**src/rtl/top.sv**
```systemverilog
// Fully pipelined 8-point radix-2 DIT FFT for real 16-bit input samples.
// There are three registered butterfly stages of 17, 18 and 19 bits, and each output is saturated to 16 bits.
module top (
  input  logic               clk,
  input  logic               reset,
  input  logic signed [15:0] x0,
  input  logic signed [15:0] x1,
  input  logic signed [15:0] x2,
  input  logic signed [15:0] x3,
  input  logic signed [15:0] x4,
  input  logic signed [15:0] x5,
  input  logic signed [15:0] x6,
  input  logic signed [15:0] x7,
  output logic signed [15:0] y0_re,
  output logic signed [15:0] y0_im,
  output logic signed [15:0] y1_re,
  output logic signed [15:0] y1_im,
  output logic signed [15:0] y2_re,
  output logic signed [15:0] y2_im,
  output logic signed [15:0] y3_re,
  output logic signed [15:0] y3_im,
  output logic signed [15:0] y4_re,
  output logic signed [15:0] y4_im,
  output logic signed [15:0] y5_re,
  output logic signed [15:0] y5_im,
  output logic signed [15:0] y6_re,
  output logic signed [15:0] y6_im,
  output logic signed [15:0] y7_re,
  output logic signed [15:0] y7_im
);

  // Multiply by Q15 0.7071 (23170) and round half up.
  function automatic logic signed [18:0] cmul(input logic signed [18:0] v);
    logic signed [34:0] p;
    p = 35'(v) * 35'sd23170 + 35'sd16384;
    return 19'(p >>> 15);
  endfunction

  function automatic logic signed [15:0] sat16(input logic signed [18:0] v);
    if (v > 19'sd32767)       return 16'sh7fff;
    else if (v < -19'sd32768) return 16'sh8000;
    else                      return v[15:0];
  endfunction

  logic signed [15:0] x [8];
  assign x[0] = x0;  assign x[1] = x1;  assign x[2] = x2;  assign x[3] = x3;
  assign x[4] = x4;  assign x[5] = x5;  assign x[6] = x6;  assign x[7] = x7;

  // Stage 1 results are real: index 2m is the sum of pair m and index 2m+1 is its difference.
  logic signed [16:0] s1 [8], s1_d [8];
  always_comb begin
    s1_d[0] = 17'(x[0]) + 17'(x[4]);
    s1_d[1] = 17'(x[0]) - 17'(x[4]);
    s1_d[2] = 17'(x[2]) + 17'(x[6]);
    s1_d[3] = 17'(x[2]) - 17'(x[6]);
    s1_d[4] = 17'(x[1]) + 17'(x[5]);
    s1_d[5] = 17'(x[1]) - 17'(x[5]);
    s1_d[6] = 17'(x[3]) + 17'(x[7]);
    s1_d[7] = 17'(x[3]) - 17'(x[7]);
  end

  // Stage 2 produces the 4-point DFTs: even half E[k] at index k and odd half O[k] at index 4+k.
  logic signed [17:0] s2_re [8], s2_im [8], s2_re_d [8], s2_im_d [8];
  always_comb begin
    for (int h = 0; h < 8; h += 4) begin
      s2_re_d[h]   = 18'(s1[h])   + 18'(s1[h+2]);
      s2_im_d[h]   = '0;
      s2_re_d[h+1] = 18'(s1[h+1]);
      s2_im_d[h+1] = -18'(s1[h+3]);
      s2_re_d[h+2] = 18'(s1[h])   - 18'(s1[h+2]);
      s2_im_d[h+2] = '0;
      s2_re_d[h+3] = 18'(s1[h+1]);
      s2_im_d[h+3] = 18'(s1[h+3]);
    end
  end

  // Stage 3 computes X[k] = E[k] + W^k O[k] and X[k+4] = E[k] - W^k O[k].
  logic signed [18:0] s3_re [8], s3_im [8], s3_re_d [8], s3_im_d [8];
  always_comb begin
    logic signed [18:0] a, b, sum, dif, t_re, t_im;
    for (int k = 0; k < 4; k++) begin
      a    = 19'(s2_re[4+k]);
      b    = 19'(s2_im[4+k]);
      sum  = a + b;
      dif  = b - a;
      t_re = a;
      t_im = b;
      case (k)
        1:       begin t_re = cmul(sum); t_im = cmul(dif);  end
        2:       begin t_re = b;         t_im = -a;         end
        3:       begin t_re = cmul(dif); t_im = -cmul(sum); end
        default: ;
      endcase
      s3_re_d[k]   = 19'(s2_re[k]) + t_re;
      s3_im_d[k]   = 19'(s2_im[k]) + t_im;
      s3_re_d[k+4] = 19'(s2_re[k]) - t_re;
      s3_im_d[k+4] = 19'(s2_im[k]) - t_im;
    end
  end

  // NOTE: reset is synchronous and wins over capture, so in-flight vectors are dropped on the same edge.
  always_ff @(posedge clk) begin
    if (reset) begin
      for (int i = 0; i < 8; i++) begin
        s1[i]    <= '0;
        s2_re[i] <= '0;
        s2_im[i] <= '0;
        s3_re[i] <= '0;
        s3_im[i] <= '0;
      end
    end else begin
      s1    <= s1_d;
      s2_re <= s2_re_d;
      s2_im <= s2_im_d;
      s3_re <= s3_re_d;
      s3_im <= s3_im_d;
    end
  end

  assign y0_re = sat16(s3_re[0]);  assign y0_im = sat16(s3_im[0]);
  assign y1_re = sat16(s3_re[1]);  assign y1_im = sat16(s3_im[1]);
  assign y2_re = sat16(s3_re[2]);  assign y2_im = sat16(s3_im[2]);
  assign y3_re = sat16(s3_re[3]);  assign y3_im = sat16(s3_im[3]);
  assign y4_re = sat16(s3_re[4]);  assign y4_im = sat16(s3_im[4]);
  assign y5_re = sat16(s3_re[5]);  assign y5_im = sat16(s3_im[5]);
  assign y6_re = sat16(s3_re[6]);  assign y6_im = sat16(s3_im[6]);
  assign y7_re = sat16(s3_re[7]);  assign y7_im = sat16(s3_im[7]);

endmodule

```
**config.mk**
```make
export PLATFORM = sky130hd
export DESIGN_NAME = top
export DESIGN_NICKNAME = d
export VERILOG_FILES = /design/src/rtl/top.sv
export SDC_FILE = /design/constraint.sdc
export NUM_CORES = 2
export LEC_CHECK = 0
export ABC_AREA = 1
export BUFFER_PORTS_ARGS = -buffer_cell sky130_fd_sc_hd__buf_2
export CORE_MARGIN = 10
export CORE_UTILIZATION = 39
export CTS_BUF_LIST = sky130_fd_sc_hd__clkbuf_2 sky130_fd_sc_hd__clkbuf_4 sky130_fd_sc_hd__clkbuf_8
export CTS_CLUSTER_DIAMETER = 100
export CTS_CLUSTER_SIZE = 14
export DETAILED_ROUTE_END_ITERATION = 10
export HOLD_SLACK_MARGIN = 0.06
export PLACE_DENSITY = 0.66
export SLEW_MARGIN = 20
export SYNTH_ARGS = -nofsm -noshare
export SYNTH_HDL_FRONTEND = slang
export SYNTH_SLANG_ARGS = --single-unit
export TNS_END_PERCENT = 1
```
**constraint.sdc**
```tcl
create_clock -name clk -period 14.6 [get_ports clk]
set_clock_uncertainty 0.05 [all_clocks]
set_input_delay 0 -clock clk [delete_from_list [all_inputs] [get_ports clk]]
set_output_delay 0 -clock clk [all_outputs]
set_load 0.02 [all_outputs]
```
==> results_dict.tcl <==
set metrics [dict create \
    grt-ovfl-total 0 \
    finalMaxSlewViolations 0 \
    status "complete, no violations" \
    syn-cell-area_sq_mm 0.0550 \
    io_buffers 353 \
    min_period_ns 10.98 \
    synth_edf_count 0 \
    setup_viol 0 \
    yosysUniqueCellTypes 73 \
    drcViolationCount 0 \
    crit_arrival_ns 11.57 \
    dp_cells 9398 \
    final-hold-violation-count 0 \
    cts_buffers 49 \
    fin_cells 9815 \
    hpwlAfterDp_microns 142000 \
    wl_per_cell_microns 17.4 \
    worst_slew_pin_slew_ns 1.02 \
    crit_top_cell "inv_1" \
    cts.clk_slew.worst_paths_ns 0.10 \
    worst-setup-path-type "reg -> reg" \
    cts_tree "yes" \
    first_global_vias 48700 \
    top_layer "met5" \
    setup_tns_ns 0 \
    avgSynthCellArea_sq_um 7.53 \
    synth_top_area_cell "ha_1" \
    routabilityCongestion 0.951 \
    die_y_microns 396 \
    final_cell_mix "1289 x inv_1, 1191 x nand2_1, 985 x ha_1" \
    core-area_sq_mm 0.140 \
    ys_seq_area_frac 0.198 \
    ys_ff_latch 544 \
    drv_cap 0 \
    crit_required_ns 15.19 \
    dp_slack_ns 3.82 \
    synth_top_area_frac 0.224 \
    clk_latency_ns 0.78 \
    ys_warn_count 0 \
    viasPerCell 5.04 \
    h-tree-depth 2 \
    die_w_microns 396 \
    fillCellCount 14000 \
    pin_count 386 \
    synth_area_leaders "ha_1 22%, dfxtp_1 20%, fa_1 11%" \
    fin_ws_ns 3.62 \
    clockBufferDepth 3 \
    worstSetupStartpointType "flip-flop" \
    syn_inst 7308 \
    area_growth_pct 14.3 \
    cp_slowest_cell "xor2_1" \
    cp-end-kind "flip-flop" \
    met3_length_microns 9280 \
    rows 137 \
    antenna_found_initial 22 \
    first_pass_iters 6 \
    initial_core_util 0.393 \
    wl_met1_microns 80000 \
    drt-initial-drc-count 3435 \
    grt_pass1_wl_microns 269000 \
    layout.nets 9333 \
    slew_headroom 0.318 \
    fin_crit_sh 0.752 \
    antenna_left 0 \
    async_reset_ff_frac 0 \
    wl_met2_microns 76500 \
    layout_commonest_cell "inv_1" \
    fmax_mhz 91.1 \
    cts.sinks 544 \
    wl_microns 171000 \
    critPathMaxStageDelay_ns 0.69 \
    drive_gt1_frac 0.0783 \
    rsz0062_at_grt "no" \
    die_area_sq_mm 0.157 \
    ys.flop_type "dfxtp_1" \
    path_max_fanout 8 \
    grt_usage 0.212 \
    vias 49500 \
    hp-class "in -> reg" \
    grt_max_degree 105 \
    root_buffer "clkbuf_8" \
]
==> registers in the layout, summed over array words and instances, names as in the netlist <==
register,cells
s2_im,68
s3_im,111
s2_re,104
s3_re,129
s1,132
==> metal layers <==
| metal | global-route usage | vias to the layer above |
|---|---|---|
| met5 | 0 | - |
| met4 | 0.0584 | 2 |
| met3 | 0.0272 | 231 |
| met2 | 0.347 | 1362 |
| met1 | 0.292 | 23200 |
| li1 | - | 24700 |
==> final cells by class <==
type	count	area, sq um	share of cell area
clock inverter	13	153	0.00243
clock buffer	52	703	0.0112
sequential	544	10900	0.173
tap	1876	2350	0.0373
antenna	5	12.5	0.000199
multi-input combinational	5293	38400	0.611
inverter	1309	4920	0.0783
timing repair buffer	723	5440	0.0865
==> per-stage QoR <==
step / cell area [sq um] / utilization / hold slack, ns
floorplan: 55100 / - / 0.129
global placement: 58500 / 0.418 / 0.289
detailed placement: 58500 / 0.418 / 0.290
CTS: 62800 / 0.449 / 0.0886
global route: 62900 / 0.449 / 0.168
finish: 62900 / 0.449 / 0.174
==> path summary, 6_finish.rpt <==
path / from / endpoint / slack [ns] / cells after the start
worst min-delay path: reset / s3_re[145] / 0.17 / 3
worst min register to register: s1[47] / s2_re[13] / 0.31 / 2
worst max register to register: s2_re[1] / s3_im[132] / 3.62 / 50
worst max-delay path: s2_re[1] / s3_im[132] / 3.62 / 50
==> cells by family (layout without fill, tap and decap cells) <==
kind of cell / after synthesis / count (layout) / share of synthesized area
AND/OR/NAND/NOR: 2297 / 2297 / 0.179
buffers and inverters: 1502 / 2097 / 0.106
AO/OA/AOI/OAI: 1497 / 1497 / 0.153
adder cells (fa/ha/maj): 1283 / 1283 / 0.332
flip-flops: 544 / 544 / 0.198
XOR/XNOR: 184 / 184 / 0.0308
other: 1 / 37 / 0.0000681
==> critical path, delay by kind of cell, from the launching register on <==
| kind | cells | cell delay, ns |
|---|---|---|
| AND/OR/NAND/NOR | 18 | 3.05 |
| AO/OA/AOI/OAI | 12 | 1.78 |
| buffers and inverters | 8 | 0.80 |
| adder cells (fa/ha/maj) | 9 | 3.59 |
| flip-flops | 1 | 0.45 |
| XOR/XNOR | 3 | 1.16 |
==> synthesized netlist by cell type (all sizes together), types with 2 or more instances <==
master  number
o21ai      372
o21bai      81
clkinv       7
nor2       602
o21a       124
ha         985
or2         25
a221oi       4
nand2     1245
o31ai       48
nand3b      15
nand3      231
clkbuf     138
inv       1302
a41oi        2
nand4       46
nor3        96
a21o        17
and2         4
xor2       156
o211ai      10
a21boi      14
a211oi       8
o221a        3
o311ai       3
a21oi      764
a31oi       34
nor4        29
dfxtp      544
fa         298
and3         3
xnor2       27
buf         55
o221ai       5
==> what timing repair did <==
| item | CTS | global route |
|---|---|---|
| hold buffers | 346 | 0 |
| setup buffers | 0 | 0 |
| hold endpoints to repair | 289 | 0 |
| resized for setup | 0 | 0 |
Power is left out: the tool's default activity adds up to more than one toggle a clock period on the data nets, which glitch-free logic cannot reach.
